[src/rtl/alu_pkg.sv]
// Shared encodings and types for the multicycle ALU execute block.
// Optional build macro consumed by alu_multicycle_exec: ALU_FAST_SHIFT_EN.
package alu_pkg;

  // alu_op class encodings (same as the existing decode)
  localparam logic [2:0] ALU_OP_ADD   = 3'b000;
  localparam logic [2:0] ALU_OP_SLL   = 3'b001;
  localparam logic [2:0] ALU_OP_SRL   = 3'b010;
  localparam logic [2:0] ALU_OP_SRA   = 3'b011;
  localparam logic [2:0] ALU_OP_COMP  = 3'b100;
  localparam logic [2:0] ALU_OP_RTYPE = 3'b111;

  // R-type funct encodings, meaningful only with ALU_OP_RTYPE
  localparam logic [5:0] FUNCT_ADD  = 6'd1;
  localparam logic [5:0] FUNCT_COMP = 6'd2;
  localparam logic [5:0] FUNCT_AND  = 6'd3;
  localparam logic [5:0] FUNCT_XOR  = 6'd4;
  localparam logic [5:0] FUNCT_DIFF = 6'd5;
  localparam logic [5:0] FUNCT_SLL  = 6'd6;
  localparam logic [5:0] FUNCT_SRL  = 6'd7;
  localparam logic [5:0] FUNCT_SRA  = 6'd8;

  typedef enum logic [3:0] {
    OP_ADD,
    OP_COMP,
    OP_AND,
    OP_XOR,
    OP_DIFF,
    OP_SLL,
    OP_SRL,
    OP_SRA,
    OP_ILLEGAL
  } op_e;

  typedef enum logic [1:0] {
    ST_IDLE,
    ST_SHIFT,
    ST_DONE
  } state_e;

  function automatic logic is_shift(op_e op);
    return (op == OP_SLL) || (op == OP_SRL) || (op == OP_SRA);
  endfunction

endpackage

[src/rtl/alu_op_decode.sv]
// Combinational decode of alu_op/funct into the internal operation enum.
module alu_op_decode
  import alu_pkg::*;
(
  input  logic [2:0] alu_op,
  input  logic [5:0] funct,
  output op_e        op
);

  // Map operation class (and funct for R-type) to an op; anything else is illegal
  always_comb begin
    // NOTE: every always_comb output gets a default first so no path leaves it unassigned (no latch).
    op = OP_ILLEGAL;
    case (alu_op)
      ALU_OP_ADD:  op = OP_ADD;
      ALU_OP_SLL:  op = OP_SLL;
      ALU_OP_SRL:  op = OP_SRL;
      ALU_OP_SRA:  op = OP_SRA;
      ALU_OP_COMP: op = OP_COMP;
      ALU_OP_RTYPE: begin
        case (funct)
          FUNCT_ADD:  op = OP_ADD;
          FUNCT_COMP: op = OP_COMP;
          FUNCT_AND:  op = OP_AND;
          FUNCT_XOR:  op = OP_XOR;
          FUNCT_DIFF: op = OP_DIFF;
          FUNCT_SLL:  op = OP_SLL;
          FUNCT_SRL:  op = OP_SRL;
          FUNCT_SRA:  op = OP_SRA;
          default:    op = OP_ILLEGAL;
        endcase
      end
      default: op = OP_ILLEGAL;
    endcase
  end

endmodule

[src/rtl/alu_multicycle_exec.sv]
// Multicycle ALU execute stage: valid/ready in, valid/ready out, IDLE/SHIFT/DONE FSM.
// Shifts iterate one bit per cycle unless ALU_FAST_SHIFT_EN is defined, in which
// case a barrel shifter makes every op single-cycle and SHIFT is never entered.
module alu_multicycle_exec
  import alu_pkg::*;
#(
  parameter int WIDTH   = 32,
  parameter int SHAMT_W = $clog2(WIDTH)
) (
  input  logic             clk,
  input  logic             rst_n,
  input  logic             in_valid,
  output logic             in_ready,
  input  logic [2:0]       alu_op,
  input  logic [5:0]       funct,
  input  logic [WIDTH-1:0] op_a,
  input  logic [WIDTH-1:0] op_b,
  output logic             out_valid,
  input  logic             out_ready,
  output logic [WIDTH-1:0] result,
  output logic             zero,
  output logic             carry,
  output logic             illegal
);

  state_e             state, state_nxt;
  op_e                op, op_q;
  logic [SHAMT_W-1:0] shamt, cnt;
  logic [WIDTH-1:0]   calc_res, diff_idx, shift1;
  logic               calc_carry, start_iter;

  alu_op_decode u_decode (
    .alu_op (alu_op),
    .funct  (funct),
    .op     (op)
  );

  assign shamt = op_b[SHAMT_W-1:0];

`ifdef ALU_FAST_SHIFT_EN
  assign start_iter = 1'b0;
`else
  assign start_iter = is_shift(op) && (shamt != '0);
`endif

  // Index of the lowest differing bit; WIDTH when operands are equal
  always_comb begin
    diff_idx = WIDTH'(WIDTH);
    for (int i = WIDTH - 1; i >= 0; i--) begin
      if (op_a[i] ^ op_b[i]) diff_idx = WIDTH'(i);
    end
  end

  // Single-cycle result for the op being accepted (shifts only when shamt==0 or fast build)
  always_comb begin
    calc_res   = '0;
    calc_carry = 1'b0;
    case (op)
      OP_ADD:  {calc_carry, calc_res} = {1'b0, op_a} + {1'b0, op_b};
      OP_COMP: calc_res = ~op_b + WIDTH'(1);
      OP_AND:  calc_res = op_a & op_b;
      OP_XOR:  calc_res = op_a ^ op_b;
      OP_DIFF: calc_res = diff_idx;
`ifdef ALU_FAST_SHIFT_EN
      OP_SLL:  calc_res = op_a << shamt;
      OP_SRL:  calc_res = op_a >> shamt;
      OP_SRA:  calc_res = $signed(op_a) >>> shamt;
`else
      OP_SLL, OP_SRL, OP_SRA: calc_res = op_a;
`endif
      default: calc_res = '0;
    endcase
  end

  // One-bit step of the in-flight shift, applied to the working result
  always_comb begin
    case (op_q)
      OP_SLL:  shift1 = {result[WIDTH-2:0], 1'b0};
      OP_SRL:  shift1 = {1'b0, result[WIDTH-1:1]};
      OP_SRA:  shift1 = {result[WIDTH-1], result[WIDTH-1:1]};
      default: shift1 = result;
    endcase
  end

  // FSM state register
  always_ff @(posedge clk or negedge rst_n) begin
    // NOTE: sequential state uses non-blocking assignments so every flop samples pre-edge values.
    if (!rst_n) state <= ST_IDLE;
    else        state <= state_nxt;
  end

  // FSM next-state logic
  always_comb begin
    state_nxt = state;
    case (state)
      ST_IDLE:  if (in_valid) state_nxt = start_iter ? ST_SHIFT : ST_DONE;
      ST_SHIFT: if (cnt == SHAMT_W'(1)) state_nxt = ST_DONE;
      ST_DONE:  if (out_ready) state_nxt = ST_IDLE;
      default:  state_nxt = ST_IDLE;
    endcase
  end

  // FSM outputs: handshake signals decoded from state only
  always_comb begin
    in_ready  = (state == ST_IDLE);
    out_valid = (state == ST_DONE);
  end

  // Datapath: capture on accept, step shifts, hold everything in DONE
  always_ff @(posedge clk or negedge rst_n) begin
    if (!rst_n) begin
      op_q    <= OP_ADD;
      cnt     <= '0;
      result  <= '0;
      zero    <= 1'b0;
      carry   <= 1'b0;
      illegal <= 1'b0;
    end else begin
      case (state)
        ST_IDLE: begin
          if (in_valid) begin
            op_q <= op;
            if (start_iter) begin
              cnt     <= shamt;
              result  <= op_a;
              zero    <= 1'b0;
              carry   <= 1'b0;
              illegal <= 1'b0;
            end else begin
              cnt     <= '0;
              result  <= calc_res;
              zero    <= (calc_res == '0);
              carry   <= calc_carry;
              illegal <= (op == OP_ILLEGAL);
            end
          end
        end
        ST_SHIFT: begin
          cnt    <= cnt - SHAMT_W'(1);
          result <= shift1;
          if (cnt == SHAMT_W'(1)) zero <= (shift1 == '0);
        end
        default: ;
      endcase
    end
  end

endmodule

[config.mk]
export PLATFORM = sky130hd
export DESIGN_NAME = alu_multicycle_exec
export DESIGN_NICKNAME = d
export VERILOG_FILES = /design/src/rtl/alu_pkg.sv /design/src/rtl/alu_op_decode.sv /design/src/rtl/alu_multicycle_exec.sv
export SDC_FILE = /design/constraint.sdc
export NUM_CORES = 1
export LEC_CHECK = 0
export BUFFER_PORTS_ARGS = -buffer_cell sky130_fd_sc_hd__buf_2
export CAP_MARGIN = 10
export CORE_AREA = 2 2 150 152
export CTS_CLUSTER_DIAMETER = 200
export DETAILED_ROUTE_END_ITERATION = 6
export DIE_AREA = 0 0 152 154
export GPL_ROUTABILITY_DRIVEN = 1
export SLEW_MARGIN = 20
export SYNTH_ARGS = -nofsm -noshare
export SYNTH_HDL_FRONTEND = slang
export SYNTH_SLANG_ARGS = --single-unit
[constraint.sdc]
create_clock -name clk -period 3 [get_ports clk]
set_clock_uncertainty 0.05 [all_clocks]
set_input_delay 0.45 -clock clk [delete_from_list [all_inputs] [get_ports clk]]
set_output_delay 0.45 -clock clk [all_outputs]
set_load 0.1 [all_outputs]
==> After elaboration in Yosys (flattened, before gate mapping) <==
Memory sizes are Yosys's and may differ from the RTL's.
Index checks and enable logic that the tools add are counted.
{ "totals": {"ff_bits": 46, "mem_bits_ro": 64, "inputBits": 77, "out_inout_bits": 37, "wordCells": 138, "memories": 1} }
{ "classes": {"add_sub_neg": 3, "eq_ne": 22, "mux": 54, "bitwise": 35, "n_reduce_logical": 16} }
{ "memory_table": {"columns": ["name", "depth", "word_bits", "read_ports", "rd_clocked_by_memory_dff", "write_ports", "line", "source"], "rows": [
  ["(no name shown)", 16, 4, 1, 0, 0, "alu_op_decode.sv:21", "case (funct)"]
]} }
{ "ops": {"columns": ["operator", "count"], "rows": [
  ["$mux W32", 33],
  ["$pmux W32 S6", 1],
  ["$pmux W32 S3", 1],
  ["$logic_not A32 Y1", 2],
  ["$pmux W32 S2", 1],
  ["$add A32 B32 Y33", 1],
  ["$add A32 B1 Y32 const B", 1],
  ["$and A32 B32 Y32", 1],
  ["$not A32 Y32", 1],
  ["$xor A1 B1 Y1", 32],
  ["$xor A32 B32 Y32", 1],
  ["$eq A4 B3 Y1 const B", 7],
  ["$pmux W4 S6", 1],
  ["$mux W5", 2],
  ["$pmux W5 S2", 1],
  ["$eq A4 B2 Y1 const B", 2],
  ["$mux W2", 4],
  ["$eq A3 B2 Y1 const B", 2],
  ["$eq A3 B3 Y1 const B", 2],
  ["$mux W1", 6],
  ["$mux W6", 1],
  ["$pmux W2 S3", 1],
  ["$reduce_and A3 Y1", 2],
  ["$eq A5 B1 Y1 const B", 1],
  ["other kinds (19)", 23]
]} }

==> Depth between registers and ports, before layout <==
{ "logic_depth": {"depth_word": 38, "depth_mapped": 17, "mapped_depth_nobuf": 13} }

==> Hierarchy <==
Synthesis repeated with hierarchy kept, for this count alone.
{ "hier_totals": {"hier_cells": 1084, "hier_area_um2": 7596.0} }
{ "modules_own_cells": {"columns": ["mod", "instances", "cells_per_inst", "area_per_inst_um2", "seq_area_each_um2"], "rows": [
  ["alu_multicycle_exec", 1, 1059, 7395.8, 1151.1],
  ["alu_op_decode", 1, 25, 200.2, 0.0]
]} }

==> Worst setup path before layout <==
No wires, ideal clock.
{ "synth_path": {"kind": "in2reg", "start": "input port funct[0]", "end": "register zero", "t_arrival_ns": 3.821, "setup_slack_ns": -0.975, "stages": 13, "path_buffers": 0, "cell_sequence": "inv_1 ha_1 nor2b_1 o211ai_1 a21oi_1 mux4_2 a32oi_1 nand2_1 or4_1 nor4_1 nand4b_1 or4_1 o41ai_2"} }
{ "synth_between": {"elab_chain_len": 10} }
{ "synth_lines": {"columns": ["element", "line", "source"], "rows": [
  ["from (decl)", "alu_multicycle_exec.sv:15", "input logic [5:0] funct,"],
  ["$mem_v2 Z16 W4 (*)", null, null],
  ["$mux W4 (*)", "alu_op_decode.sv:21", null],
  ["$pmux W4 S6 (*)", "alu_op_decode.sv:14", "case (alu_op)"],
  ["$eq A4 B3 Y1", "alu_pkg.sv:42, alu_multicycle_exec.sv:58", null],
  ["$reduce_or A3 Y1 / $logic_or A1 B1 Y1 (equally long branches)", "alu_multicycle_exec.sv:58, alu_pkg.sv:42", null],
  ["$pmux W32 S6 / $logic_or A1 B1 Y1 (equally long branches)", "alu_multicycle_exec.sv:58, alu_pkg.sv:42", null],
  ["$logic_not A32 Y1 / $logic_and A1 B1 Y1 (equally long branches)", "alu_multicycle_exec.sv:132, alu_multicycle_exec.sv:43", null],
  ["$mux W1 (*)", "alu_multicycle_exec.sv:123", "if (start_iter) begin"],
  ["$mux W1 (*)", "alu_multicycle_exec.sv:121", "if (in_valid) begin"],
  ["$pmux W1 S2 (*)", "alu_multicycle_exec.sv:119", "case (state)"],
  ["to (signal assigned)", "alu_multicycle_exec.sv:132", "zero <= (calc_res == '0);"],
  ["to (signal assigned)", "alu_multicycle_exec.sv:141", "if (cnt == SHAMT_W'(1)) zero <= (shift1 == '0);"],
  ["to (decl)", "alu_multicycle_exec.sv:21", "output logic zero,"]
]} }
Every way passes the cells marked *; elsewhere a longest branch is shown, timed or not. The select of a mux whose other input is x is not followed.
A chain may end at the register's enable or synchronous reset.

==> Worst setup path after layout <==
{ "layout_path": {"start": "input port op_b[0]", "end": "register zero"} }
{ "layout_between": {"elab_chain_len": 7} }
{ "layout_lines": {"columns": ["element", "line", "source"], "rows": [
  ["from (decl)", "alu_multicycle_exec.sv:17", "input logic [WIDTH-1:0] op_b,"],
  ["$not A32 Y32 / $xor A1 B1 Y1 (equally long branches)", "alu_multicycle_exec.sv:60, alu_multicycle_exec.sv:50", null],
  ["$add A32 B1 Y32 / $mux W32 (equally long branches)", "alu_multicycle_exec.sv:60, alu_multicycle_exec.sv:50", null],
  ["$pmux W32 S6", "alu_multicycle_exec.sv:58", "case (op)"],
  ["$logic_not A32 Y1", "alu_multicycle_exec.sv:132", null],
  ["$mux W1 (*)", "alu_multicycle_exec.sv:123", null],
  ["$mux W1 (*)", "alu_multicycle_exec.sv:121", null],
  ["$pmux W1 S2 (*)", "alu_multicycle_exec.sv:119", null]
]} }
Marks and branches as above.

==> impl_results.md <==
- Status: finished with violations
- Failing checks: DRC, setup timing
- Avg Inst Size Synth: 7.16 um^2
- WS Path Type: in -> reg
- DRC errors left: 5
- Crit-path most repeated cell: o21ai_2
- Startpoint class of the critical path: primary input
- Clk slew on worst S/H paths: around 0.060 ns
- Fill cells: 1,915
- CP peak stage delay: ~0.51 ns
- Inst Count DP: 1,696
- Async set or reset register ratio after synthesis: 100%
- Vias per cell: 6.09
- Die X: 152 um
- Crit Path Max Fanout: 4
- Count of warnings emitted by yosys: 0
- First-pass GRT wire length: 54.1 mm
- Met2 wire len: ~16 mm
- Die area: 0.0234 mm^2
- Most frequent cells after synthesis: clkbuf_1 (80), o21ai_0 (78), nor2_1 (76)
- Required time worst endpoint: 3.14 ns
- Flops & latches, synth: 46
- Chip height: 154 um
- Unique cell type count in the Yosys netlist: 82
- CTS buffer count: 5
- Finish-stage setup viols: 20
- Cell Rows: 54
- Met1 WL: 15.3 mm
- Post-synth top flop: dfrtp_1
- Largest net degree at the start of global routing: 56
- Sequential area share after synthesis: 15.4%
- CTS Sinks: 46
- Via count: between 10,000 and 15,000
- Cell taking the most area after synthesis: dfrtp_1
- Max Root-Sink Buffers: 2
- Initial core utilization: 34.4%
- Tot GR Track Use: around 28%
- LEAKAGE: 5.42 nW
- Crit-path cells: buf_8 -> ha_4 -> fa_2 -> a21oi_4 -> o21ai_2 -> o21ai_2 -> a21oi_2 -> xor2_1 -> a221o_1 -> or4_4 -> nor4_4 -> buf_4 -> nand4b_1 -> or4_1 -> o41ai_2
- Post-Synthesis Cells: 1,043
- # H-tree levels: 2
- CTS hold repair buffers: 0
- Hold WC Path Type: in -> async
- DR WL/cell: 20.6 um
- Remaining Overflow, GRT: 0
- WP data arrival: ~4 ns
- Drt pass-1 iters: 7
- # IOs: 114
- Met3 WL: 3.15 mm
- CORE AREA: approximately 0.022 mm^2
- Max-Cap Viols: 0
- Leading post-synthesis cells by cell area: dfrtp_1 (15%), ha_1 (6.7%), o21ai_0 (5.2%)
- Fin. Hold Viols: 0
- Clk_lat worst skew: 0.29 ns
- Post-layout minimum cycle time: about 3.9 ns
- Final std cells w/o fill: roughly 1,800
- Number of flops mapped to enable cells by yosys: 0
- Gpl congestion: 0.999
- Vias in the first global route: 9,812
- Count leader, synth: clkbuf_1
- Slowest-stage cell, CP: or4_4
- Synthesized area: 0.00746 mm^2
- Number of port buffers: 113
- Setup slack after layout: -0.858 ns
- Final ANT Viol Nets: 0
- CTS root buf: clkbuf_16
- DR iter-0 viols: 1,125
- Pwr/cell area: about 640 mW/mm^2
- VDD IR max: around 0.00064 V
- Syn Nets: 1,161
- Final instance area: 0.0126 mm^2
- Slew HR: 17.5%
- Fmax: 259 MHz
- CTS tree: done
- Area Overhead vs Synth: 69.1%
- Least-Margin Pin Slew: between 1 and 1.5 ns
- Total inserted antenna cells: 0
- Pre-CTS WS: -1.29 ns
- Hold slack: 0.121 ns
- Post-synth top area share: 15.4%
- Initial antenna violation count: 0
- Max Slew Vio Count: 0
- Final wirelength: 36.0 mm
- Placed cell areas: roughly 0.011 mm^2
- RSZ-0062 raised after global routing: true
- Layout Nets: between 1,500 and 2,000
- Fin crit share: 129%
- DP Wirelength: 27.6 mm
- Critical Path End Type: flop
- Top sig layer: met4
- Layout cells sized above 1: a little under half
==> kinds of logic after synthesis <==
family          after synthesis  synth area share, %
buf+inv                     118                 6.08
flops                        46                 15.4
xor+xnor                     44                 5.16
mux                          11                 1.68
fa+ha+maj                    41                 6.97
compound gates              424                 39.3
simple gates                359                 25.4
==> power breakdown <==
group	internal [mW]	switching [mW]	leakage (nW)
combinational	2.07	4.12	4.79
clock	0.305	0.228	0.0640
sequential	0.905	0.438	0.560
==> cell type report <==
cell class	count	area (um^2)	area share, %
Multi-Input combinational cell	881	7000	55.4
Timing Repair Buffer	512	3870	30.7
Sequential cell	46	1150	9.12
Tap cell	280	350	2.77
Clock buffer	7	133	1.05
Inverter	26	123	0.971
==> sequential cells by signal, indices dropped and copies added (netlist names) <==
signal / cells
result: 32
cnt: 5
op_q: 4
state: 2
carry: 1
illegal: 1
zero: 1
==> layout by cell type (no fill, tap or decap), types with 20 or more instances in the layout <==
cell type    n
o21ai_0     62
nor2_1      69
a22oi_1     43
a21oi_1     40
nand2_1     69
o22ai_1     20
nor4_1      23
buf_6       25
nand3_1     20
xnor2_1     24
buf_4      369
ha_1        23
nor2b_1     36
xor2_1      20
inv_1       23
a31oi_1     38
dfrtp_1     46
buf_2      102
==> timing repair <==
action | in CTS | in global routing
pin swaps | 47 | 70
gates cloned | 2 | 3
setup endpoints to repair | 38 | 31
setup buffers | 19 | 27
endpoints found under the hold margin | 0 | 0
gates resized for setup | 96 | 145
==> final timing paths <==
path                                      startpoint                endpoint  slack (ns)  cells past startpoint
worst min-delay path                           rst_n    state[0]$_DFFE_PN0P_        0.12                      1
max in group asynchronous                      rst_n  result[27]$_DFFE_PN0P_        2.36                      1
worst min register to register     carry$_DFFE_PN0P_       carry$_DFFE_PN0P_        0.47                      2
worst max register to register  state[0]$_DFFE_PN0P_        zero$_DFFE_PN0P_        0.15                      9
worst max-delay path                         op_b[0]        zero$_DFFE_PN0P_       -0.86                     15
min in group clk                           out_ready    state[1]$_DFFE_PN0P_        0.41                      3
==> critical path: cells and delay by family <==
kind | cells | cell delay (ns)
XOR/XNOR | 1 | 0.17
AO/OA/AOI/OAI | 6 | 1.17
buffers and inverters | 2 | 0.26
AND/OR/NAND/NOR | 4 | 1.37
adder cells (fa/ha/maj) | 2 | 0.57
==> per-layer routing <==
metal / vias up / global-route usage, %
met5: - / 0
met1: 5045 / 39.9
li1: 4918 / -
met2: 611 / 44.5
met3: 96 / 3.78
met4: 0 / 10.1
==> per-stage QoR <==
stage                     setup TNS, ns  total power, mW  utilization, %
after floorplan                   -2.41             5.21               -
after global placement           -21.71             6.88            50.3
after detailed placement         -22.43             6.92            50.3
after CTS                         -1.13             7.63            53.7
after global routing              -3.14             8.48            58.2
final                             -1.94             8.06            58.2
(Power assumes the default switching activity.)
